<file path="src/rtl/nfc_command_dispatch_pkg.sv">
// Shared ACG field widths, idle-bus defaults and dispatcher state encoding
// for the NFC command front-end.
package nfc_command_dispatch_pkg;

    localparam int unsigned ACG_CMD_W = 8;
    localparam int unsigned ACG_OPT_W = 3;
    localparam int unsigned ACG_NOD_W = 16;
    localparam int unsigned ACG_CAD_W = 40;

    // TargetWay idles at all-ones, but its width is per-instance, so it lives in the top
    localparam logic [ACG_CMD_W-1:0] IDLE_COMMAND       = '0;
    localparam logic [ACG_OPT_W-1:0] IDLE_COMMANDOPTION = '0;
    localparam logic [ACG_NOD_W-1:0] IDLE_NUMOFDATA     = '0;
    localparam logic                 IDLE_CASELECT      = 1'b1;
    localparam logic [ACG_CAD_W-1:0] IDLE_CADATA        = '0;

    typedef enum logic [2:0] {
        ST_IDLE = 3'b001,
        ST_BUSY = 3'b010,
        ST_DONE = 3'b100
    } dispatch_state_t;

endpackage

</file>
<file path="src/rtl/nfc_acg_onehot_mux.sv">
// One-hot AND-OR selector: returns slice i of i_Data when only i_Select[i] is
// set, and all-zeros when i_Select is zero.
module nfc_acg_onehot_mux #(
    parameter int unsigned Width = 8,
    parameter int unsigned N     = 4
) (
    input  logic [N-1:0]       i_Select,
    input  logic [Width*N-1:0] i_Data,
    output logic [Width-1:0]   o_Data
);

    always_comb begin
        o_Data = '0;
        for (int unsigned i = 0; i < N; i++) begin
            o_Data = o_Data | (i_Data[i*Width +: Width] & {Width{i_Select[i]}});
        end
    end

endmodule

</file>
<file path="src/rtl/nfc_command_dispatch.sv">
// Host command front-end: gates the command valid out to the sequencers, grants
// the claiming sequencer the shared ACG bus until its last step, flags errors.
module nfc_command_dispatch
    import nfc_command_dispatch_pkg::*;
#(
    parameter int unsigned             NumberOfWays  = 4,
    parameter int unsigned             NumberOfCmds  = 4,
    parameter int unsigned             TimeoutWidth  = 24,
    parameter logic [TimeoutWidth-1:0] TimeoutCycles = 24'hFF_FFFF
) (
    input  logic                                 iSystemClock,
    input  logic                                 iReset,
    input  logic [5:0]                           iOpcode,
    input  logic                                 iCMDValid,
    output logic                                 oCMDReady,
    output logic                                 oCmdValid,
    input  logic [NumberOfCmds-1:0]              iCmdStart,
    input  logic [NumberOfCmds-1:0]              iCmdLastStep,
    input  logic [ACG_CMD_W*NumberOfCmds-1:0]    iCmdACG_Command,
    input  logic [ACG_OPT_W*NumberOfCmds-1:0]    iCmdACG_CommandOption,
    input  logic [NumberOfWays*NumberOfCmds-1:0] iCmdACG_TargetWay,
    input  logic [ACG_NOD_W*NumberOfCmds-1:0]    iCmdACG_NumOfData,
    input  logic [NumberOfCmds-1:0]              iCmdACG_CASelect,
    input  logic [ACG_CAD_W*NumberOfCmds-1:0]    iCmdACG_CAData,
    output logic [ACG_CMD_W-1:0]                 oACG_Command,
    output logic [ACG_OPT_W-1:0]                 oACG_CommandOption,
    output logic [NumberOfWays-1:0]              oACG_TargetWay,
    output logic [ACG_NOD_W-1:0]                 oACG_NumOfData,
    output logic                                 oACG_CASelect,
    output logic [ACG_CAD_W-1:0]                 oACG_CAData,
    output logic [NumberOfCmds-1:0]              oActiveCmd,
    output logic                                 oLastStep,
    output logic                                 oIllegalOpcode,
    output logic                                 oStartConflict,
    output logic                                 oTimeout
);

    localparam logic [NumberOfCmds-1:0] CMD_ONE       = {{(NumberOfCmds-1){1'b0}}, 1'b1};
    localparam logic [TimeoutWidth-1:0] COUNT_ONE     = {{(TimeoutWidth-1){1'b0}}, 1'b1};
    localparam logic [TimeoutWidth-1:0] COUNT_AT_FIRE = TimeoutCycles - COUNT_ONE;

    dispatch_state_t           r_State, w_NextState;
    logic [NumberOfCmds-1:0]   r_Grant;
    logic [TimeoutWidth-1:0]   r_BusyCount;
    logic                      r_IllegalOpcode, r_StartConflict;
    logic [NumberOfCmds-1:0]   w_StartLowest;
    logic                      w_Handshake, w_Accept, w_Complete, w_GrantIdle;
    logic                      w_unused_opcode;

    logic [ACG_CMD_W-1:0]      w_Command;
    logic [ACG_OPT_W-1:0]      w_CommandOption;
    logic [NumberOfWays-1:0]   w_TargetWay;
    logic [ACG_NOD_W-1:0]      w_NumOfData;
    logic                      w_CASelect;
    logic [ACG_CAD_W-1:0]      w_CAData;

    // Opcode decode belongs to the sequencers; it is only carried past here
    assign w_unused_opcode = ^iOpcode;

    assign w_Handshake   = (r_State == ST_IDLE) && iCMDValid;
    assign w_Accept      = w_Handshake && (|iCmdStart);
    assign w_StartLowest = iCmdStart & (~iCmdStart + CMD_ONE);
    assign w_Complete    = (r_State == ST_BUSY) && (|(iCmdLastStep & r_Grant));
    assign w_GrantIdle   = ~(|r_Grant);

    always_comb begin
        w_NextState = r_State;
        oCMDReady   = 1'b0;
        oCmdValid   = 1'b0;
        unique case (r_State)
            ST_IDLE: begin
                oCMDReady = 1'b1;
                oCmdValid = iCMDValid;
                if (w_Accept) w_NextState = ST_BUSY;
            end
            ST_BUSY: if (w_Complete) w_NextState = ST_DONE;
            ST_DONE: w_NextState = ST_IDLE;
            default: w_NextState = ST_IDLE;
        endcase
    end

    always_ff @(posedge iSystemClock) begin
        if (iReset) begin
            r_State         <= ST_IDLE;
            r_Grant         <= '0;
            r_BusyCount     <= '0;
            r_IllegalOpcode <= 1'b0;
            r_StartConflict <= 1'b0;
        end else begin
            r_State         <= w_NextState;
            r_IllegalOpcode <= w_Handshake && !(|iCmdStart);
            r_StartConflict <= w_Accept && (|(iCmdStart & ~w_StartLowest));
            if (w_Accept) begin
                r_Grant     <= w_StartLowest;
                r_BusyCount <= '0;
            end else if (w_Complete) begin
                r_Grant     <= '0;
            end else if ((r_State == ST_BUSY) && (r_BusyCount != TimeoutCycles)) begin
                r_BusyCount <= r_BusyCount + COUNT_ONE;
            end
        end
    end

    // Counter parks at TimeoutCycles, so the compare below matches only once per command
    assign oTimeout       = (r_State == ST_BUSY) && (r_BusyCount == COUNT_AT_FIRE);
    assign oLastStep      = (r_State == ST_DONE);
    assign oIllegalOpcode = r_IllegalOpcode;
    assign oStartConflict = r_StartConflict;
    assign oActiveCmd     = r_Grant;

    nfc_acg_onehot_mux #(.Width(ACG_CMD_W), .N(NumberOfCmds)) u_mux_command (
        .i_Select(r_Grant), .i_Data(iCmdACG_Command), .o_Data(w_Command));
    nfc_acg_onehot_mux #(.Width(ACG_OPT_W), .N(NumberOfCmds)) u_mux_option (
        .i_Select(r_Grant), .i_Data(iCmdACG_CommandOption), .o_Data(w_CommandOption));
    nfc_acg_onehot_mux #(.Width(NumberOfWays), .N(NumberOfCmds)) u_mux_way (
        .i_Select(r_Grant), .i_Data(iCmdACG_TargetWay), .o_Data(w_TargetWay));
    nfc_acg_onehot_mux #(.Width(ACG_NOD_W), .N(NumberOfCmds)) u_mux_numofdata (
        .i_Select(r_Grant), .i_Data(iCmdACG_NumOfData), .o_Data(w_NumOfData));
    nfc_acg_onehot_mux #(.Width(1), .N(NumberOfCmds)) u_mux_caselect (
        .i_Select(r_Grant), .i_Data(iCmdACG_CASelect), .o_Data(w_CASelect));
    nfc_acg_onehot_mux #(.Width(ACG_CAD_W), .N(NumberOfCmds)) u_mux_cadata (
        .i_Select(r_Grant), .i_Data(iCmdACG_CAData), .o_Data(w_CAData));

    assign oACG_Command       = w_GrantIdle ? IDLE_COMMAND       : w_Command;
    assign oACG_CommandOption = w_GrantIdle ? IDLE_COMMANDOPTION : w_CommandOption;
    assign oACG_TargetWay     = w_GrantIdle ? '1                 : w_TargetWay;
    assign oACG_NumOfData     = w_GrantIdle ? IDLE_NUMOFDATA     : w_NumOfData;
    assign oACG_CASelect      = w_GrantIdle ? IDLE_CASELECT      : w_CASelect;
    assign oACG_CAData        = w_GrantIdle ? IDLE_CADATA        : w_CAData;

endmodule
</file>
<file path="config.mk">
export PLATFORM = sky130hd
export DESIGN_NAME = nfc_command_dispatch
export DESIGN_NICKNAME = d
export VERILOG_FILES = /design/src/rtl/nfc_command_dispatch_pkg.sv /design/src/rtl/nfc_acg_onehot_mux.sv /design/src/rtl/nfc_command_dispatch.sv
export SDC_FILE = /design/constraint.sdc
export NUM_CORES = 1
export LEC_CHECK = 0
export CAP_MARGIN = 20
export CORE_AREA = 2 2 152 154
export DETAILED_ROUTE_END_ITERATION = 10
export DIE_AREA = 0 0 154 156
export GPL_TIMING_DRIVEN = 0
export PLACE_DENSITY_LB_ADDON = 0.05
export SYNTH_ARGS = -nofsm -noshare
export SYNTH_HDL_FRONTEND = slang
export SYNTH_SLANG_ARGS = --single-unit
</file>
<file path="constraint.sdc">
create_clock -name iSystemClock -period 2.5 [get_ports iSystemClock]
set_clock_uncertainty 0.1 [all_clocks]
set_input_delay 0.25 -clock iSystemClock [delete_from_list [all_inputs] [get_ports iSystemClock]]
set_output_delay 0.25 -clock iSystemClock [all_outputs]
set_load 0.02 [all_outputs]
</file>
==> flow_summary.ini, run 1 <==
[outcome]
status = complete, no violations

[setup_path]
r2r_cells = 5
critPathLaunchType = register
cp_max_fo = 10
worstPathRequired_ns = 2.15
critPathArrivalTime_ns = 2.09
end_kind = primary output
path_class = register to primary output

[global_routing]
grt_pass1_vias = 5332
antenna_found_initial = 13
grt_use_total_pct = 21.8
grt_max_degree = 11
grt_overflow = 0
grt_pass1_wl_um = 38100

[detailed_routing]
dr.pass1.iters = 5
drc_errors = 0
dr_total_vias = 5320
viasPerCell = 4.68
routed_wl_um = 28400
wire_per_inst_um = 25.0
postRouteAntennaNets = 0
drt_iter0_drc = 413

[synthesis]
ys.warnings.count = 0
syn_area_um2 = 3110
avgSynthCellArea_um2 = 7.03
synth-seq-area-share_pct = 21.2
synthArstFlopShare_pct = 0
synth-edff-count = 0
synthCells = 443
synthDistinctLibCells = 43
synth_nets = 750
ys_ff_latch = 33
synth_top_flop_cell = dfxtp_1

[clock_network]
cts_hold_repair.buffers = 0
cts_max_path_buffers = 2
htree_levels = 2
cts_tree = done
clock_sinks = 33
clockRootBuffer = clkbuf_16
worstSkewPairLatency_ns = 0.27
numCtsBuffers = 5
path_clk_slew_ns = 0.05

[placed_design]
gp_congestion = 1.01
dp_cells = 1109
dp_hpwl_um = 24100
numPortBuffers = 380
pre_cts_ws_ns = -0.442

[final_layout]
drive_gt1_share_pct = 7.40
most-common-layout-cells = 346 x clkdlybuf4s50_1, 147 x a22oi_1, 86 x nand2_1, 29 x dfxtp_1, 29 x dlygate4sd2_1
area_growth_pct = 145
nets = 1145
fin_cells = 1136
final_common_cell = clkdlybuf4s50_1
fill_cells = 2396

[power]
irDropWorstVdd_mv = 0.280
p_leak_nw = 3.02
power_density_nw_per_um2 = 302
design_power_total_mw = 2.30

[floorplanning]
rows = 55
start_util_pct = 13.9
die_area_um2 = 24000
fp.coreArea_um2 = 22400
die_w_um = 154
io_pins = 387
fp.dieH_um = 156

[timing]
tightest_slew_ns = 0.510
fmax_mhz = 410
layout_min_cycle_time_ns = 2.44
setup_viol = 0
maxSlewViolCount = 0
worst_slack_ns = 0.0589
maxSlewHeadroom_pct = 65.1
fin_crit_sh_pct = 97.6
rsz0062_at_grt = true
hold_viol = 0

[run]
max_cap_viol_count = 0

[hold_path]
hp-class = register to register
min_path_cells = 2
-- power by group --
| part | total (mW) | switching (mW) | internal [mW] |
|---|---|---|---|
| registers | 0.543 | 0.00890 | 0.534 |
| clock network | 0.598 | 0.207 | 0.390 |
| logic | 1.16 | 0.508 | 0.649 |
-- repair_timing --
| action | 4_1_cts | 5_1_grt |
|---|---|---|
| gates resized for setup | 81 | 16 |
| endpoints found under the setup margin | 78 | 58 |
| setup buffers | 3 | 4 |
| pin swaps | 3 | 4 |
-- cells in the mapped netlist, types with 2 or more instances --
library cell	number	area share, %
nand2_1	86	10
clkbuf_1	29	3.5
a22oi_1	149	36
a21oi_1	13	2.1
inv_1	8	0.96
ha_1	2	0.80
or3_1	8	1.6
buf_2	2	0.32
dfxtp_1	33	21
nor2_1	18	2.2
nor4_1	8	1.6
nor3_1	4	0.64
or4_1	10	2.4
o311ai_0	2	0.56
and4_1	4	1.1
and3_1	2	0.40
nand4_1	5	1.0
o21ai_0	5	0.80
buf_1	7	0.84
xnor2_1	7	2.0
nand3_1	13	2.1
o21a_1	2	0.48
o31ai_1	5	1.2
nor3b_1	2	0.48
-- critical path, stage by stage, from the launching register on --
cell and delay (ns):
dfxtp_2 0.35, clkbuf_8 0.18, clkbuf_4 0.21, a22oi_1 0.34, nand3_1 0.16, clkdlybuf4s50_1 0.57
-- routing by layer --
| metal | GRT usage (%) | routed length (µm) | part of all wire (%) | vias to the layer above |
|---|---|---|---|---|
| met3 | 11.4 | 3490 | 12 | 17 |
| met5 | 0 | 0 | 0 | - |
| met1 | 27.1 | 11700 | 41 | 2495 |
| met2 | 32.6 | 12800 | 45 | 261 |
| li1 | - | - | - | 2547 |
| met4 | 6.81 | 378 | 1.3 | 0 |
-- flip-flops by register name (all words and copies together), names as in the netlist --
name            flops
oStartConflict      1
r_BusyCount        24
oActiveCmd          4
r_State             3
oIllegalOpcode      1
-- metrics by stage --
step | hold slack, ns | cell area (µm²) | setup TNS (ns) | utilization (%)
5_1_grt | 0.383 | 7620 | -0.0605 | 34.1
6_report | 0.372 | 7620 | 0 | 34.1
3_3_place_gp | 0.358 | 7270 | -25.96 | 32.5
2_1_floorplan | 0.227 | 3110 | 0 | -
3_5_place_dp | 0.367 | 7280 | -28.99 | 32.5
4_1_cts | 0.374 | 7530 | -0.00562 | 33.7
-- cell families after synthesis --
| logic type | share of synthesized area, % |
|---|---|
| mux | 0.322 |
| flops | 21.2 |
| xor+xnor | 1.97 |
| buf+inv | 5.63 |
| fa+ha+maj | 1.13 |
| simple gates | 26.0 |
| compound gates | 43.8 |
-- area by class of cell --
| class | instances | area, µm² | share of cell area, % |
|---|---|---|---|
| Antenna cell | 13 | 32.5 | 0.427 |
| Buffer | 38 | 236 | 3.10 |
| Clock buffer | 7 | 143 | 1.87 |
| Inverter | 8 | 30.0 | 0.394 |
| Multi-Input combinational cell | 364 | 2320 | 30.4 |
| Sequential cell | 33 | 666 | 8.74 |
| Tap cell | 285 | 357 | 4.68 |
| Timing Repair Buffer | 388 | 3840 | 50.4 |
-- path summary, 6_finish.rpt --
check                               start                           end  slack (ns)
max            oActiveCmd[1]$_SDFFE_PP0P_             oACG_TargetWay[3]        0.06
min          r_BusyCount[22]$_SDFFE_PP0P_  r_BusyCount[22]$_SDFFE_PP0P_        0.37
max reg2reg       r_State[1]$_SDFFE_PP0P_  r_BusyCount[23]$_SDFFE_PP0P_        0.06
min reg2reg  r_BusyCount[22]$_SDFFE_PP0P_  r_BusyCount[22]$_SDFFE_PP0P_        0.37
Power figures use the tool's default switching activity.
==> run 2, diff against run 1 <==
==> constraint.sdc (replaced) <==
create_clock -name iSystemClock -period 1.98 [get_ports iSystemClock]
set_clock_uncertainty 0.1 [all_clocks]
set_input_delay 0.297 -clock iSystemClock [delete_from_list [all_inputs] [get_ports iSystemClock]]
set_output_delay 0.297 -clock iSystemClock [all_outputs]
set_load 0.02 [all_outputs]
==> run 2 against run 1 <==
- the flow now finishes with violations (setup timing)
- hold slack improved by 0.011 ns
- largest cell class unchanged
- combinational power rose by 29%
- clock power rose by 37%
- critical endpoint is now r_BusyCount[17]$_SDFFE_PP0P_
- register-to-register slack got worse by 0.28 ns
- sequential share of layout area fell by 0.26 points
- sequential cell count did not move
- worst setup slack got worse by 0.28 ns
- clock-buffer cell count did not move
- final area rose by 8.5%
- cell count rose by 1.5%
- sequential power rose by 25%
- die area did not move
==> flow_summary.ini, run 2 (synthesis results as in run 1) <==
[floorplanning]
die_area_um2 = 24000
fp.dieH_um = 156
start_util_pct = 13.9
rows = 55
io_pins = 387
fp.coreArea_um2 = 22400
die_w_um = 154

[detailed_routing]
dr_total_vias = 5424
wl_met3_um = 3370
highest_layer = met4
postRouteAntennaNets = 0
wl_met2_um = 13700
drc_errors = 0
wl_met1_um = 11600
dr.pass1.iters = 5
drt_iter0_drc = 370
wire_per_inst_um = 25.1
routed_wl_um = 28900
viasPerCell = 4.70

[hold_path]
min_from = r_BusyCount[22]$_SDFFE_PP0P_
hold_end = r_BusyCount[22]$_SDFFE_PP0P_
hp-class = register to register
min_path_cells = 2

[setup_path]
reg2reg_slack_ns = -0.22
r2r_cells = 6
critPathLaunchType = register
worstPathRequired_ns = 2.05
cp_max_fo = 6
r2r-end = r_BusyCount[17]$_SDFFE_PP0P_
critPathArrivalTime_ns = 2.27
timing.rr.start = r_BusyCount[5]$_SDFFE_PP0P_
end_kind = register
path_class = register to register

[global_routing]
grt_use_total_pct = 21.8
grt_pass1_vias = 5416
grt_overflow = 0
grt_pass1_wl_um = 38800
grt_max_degree = 11
antenna_found_initial = 5

[clock_network]
cts_hold_repair.buffers = 0
cts_tree = done
worstSkewPairLatency_ns = 0.28
path_clk_slew_ns = 0.06
htree_levels = 2
numCtsBuffers = 5
clock_sinks = 33
cts_max_path_buffers = 2
clockRootBuffer = clkbuf_16

[run]
max_cap_viol_count = 0

[final_layout]
final_common_cell = clkdlybuf4s50_1
nets = 1172
most-common-layout-cells = 296 x clkdlybuf4s50_1, 112 x a22oi_1, 79 x nand2_1, 52 x buf_2, 44 x buf_4
final_area_um2 = 8260
drive_gt1_share_pct = 29.9
fill_cells = 2297
top_register = r_BusyCount
largest_reg_flops = 24
area_growth_pct = 165

[placed_design]
place_area_um2 = 7320
gp_congestion = 0.987
dp_hpwl_um = 23500
numPortBuffers = 380

[power]
power_density_nw_per_um2 = 362
p_leak_nw = 3.24
irDropWorstVdd_mv = 0.338

[timing]
rsz0062_at_grt = true
worst_slack_ns = -0.217
fin_crit_sh_pct = 111
setup_viol = 12
tightest_slew_ns = 0.400
finalSetupTns_ns = -1.59
hold_viol = 0
fmax_mhz = 455
layout_min_cycle_time_ns = 2.20
maxSlewHeadroom_pct = 73.4
maxSlewViolCount = 0

[outcome]
violations = setup timing
status = finished, violations left
run 2: cell count changes in the layout (fill, tap and decap cells not counted), moves of 20 or more:
| cell | before | now |
|---|---|---|
| a22oi_1 | 147 | 112 |
| a22oi_2 | 2 | 37 |
| buf_2 | 10 | 52 |
| buf_4 | 7 | 44 |
| buf_6 | 1 | 21 |
| clkdlybuf4s50_1 | 346 | 296 |
| dlygate4sd2_1 | 29 | 8 |
run 2: final cells by class:
class	count	area, µm²	share of cell area [%]
multi-input cells	365	2770	33.5
well taps	285	357	4.31
clock buffers	7	153	1.85
inverters	8	30.0	0.363
repair buffers	414	3820	46.3
diodes	2	5.00	0.0606
plain buffers	38	422	5.10
flip-flops and latches	33	701	8.48
clock inverters	1	5.00	0.0606
run 2: power by group:
| group | internal (mW) | total, mW | switching, mW |
|---|---|---|---|
| Sequential | 0.667 | 0.677 | 0.00987 |
| Clock | 0.532 | 0.817 | 0.285 |
| Combinational | 0.826 | 1.50 | 0.674 |
run 2: metal layers:
| metal | track usage, % | vias up |
|---|---|---|
| li1 | - | 2594 |
| met1 | 26.6 | 2554 |
| met2 | 36.0 | 256 |
| met3 | 10.6 | 20 |
| met4 | 2.45 | 0 |
| met5 | 0 | - |
run 2: worst max path at each step:
stage	start	endpoint	slack [ns]	cells past startpoint
5_1_grt	r_BusyCount[8]$_SDFFE_PP0P_	r_BusyCount[17]$_SDFFE_PP0P_	-0.27	6
6_report	r_BusyCount[5]$_SDFFE_PP0P_	r_BusyCount[17]$_SDFFE_PP0P_	-0.22	6
2_1_floorplan	r_BusyCount[8]$_SDFFE_PP0P_	r_BusyCount[23]$_SDFFE_PP0P_	-0.1	5
3_5_place_dp	oActiveCmd[2]$_SDFFE_PP0P_	oACG_CAData[28]	-0.91	5
3_3_place_gp	r_BusyCount[16]$_SDFFE_PP0P_	oTimeout	-0.97	4
4_1_cts	r_State[0]$_SDFFE_PP1P_	r_BusyCount[17]$_SDFFE_PP0P_	-0.25	6
run 2: through the flow:
| step | utilization (%) | setup WS, ns | power [mW] | instances | hold WS, ns |
|---|---|---|---|---|---|
| after detailed placement | 32.7 | -0.913 | 2.16 | 1109 | 0.364 |
| final | 37.0 | -0.217 | 2.99 | 1153 | 0.383 |
| after CTS | 35.2 | -0.247 | 2.97 | 1139 | 0.381 |
| after floorplan | - | -0.0952 | 1.11 | 443 | 0.274 |
| after global placement | 32.7 | -0.972 | 2.16 | 1108 | 0.359 |
| after global routing | 37.0 | -0.271 | 3.14 | 1153 | 0.410 |
run 2: worst max-delay path: stages (launching register included):
cell and delay (ns):
dfxtp_4 0.37, nand4_1 0.16, or4_4 0.53, a2111o_1 0.44, buf_6 0.15, o21a_1 0.17
o21a_1 0.16
run 2: what timing repair did:
| action | CTS | global route |
|---|---|---|
| buffers inserted | 20 | 13 |
| gates resized for setup | 433 | 152 |
| gates cloned | 2 | 1 |
| pin swaps | 24 | 39 |
| endpoints found under the setup margin | 99 | 77 |
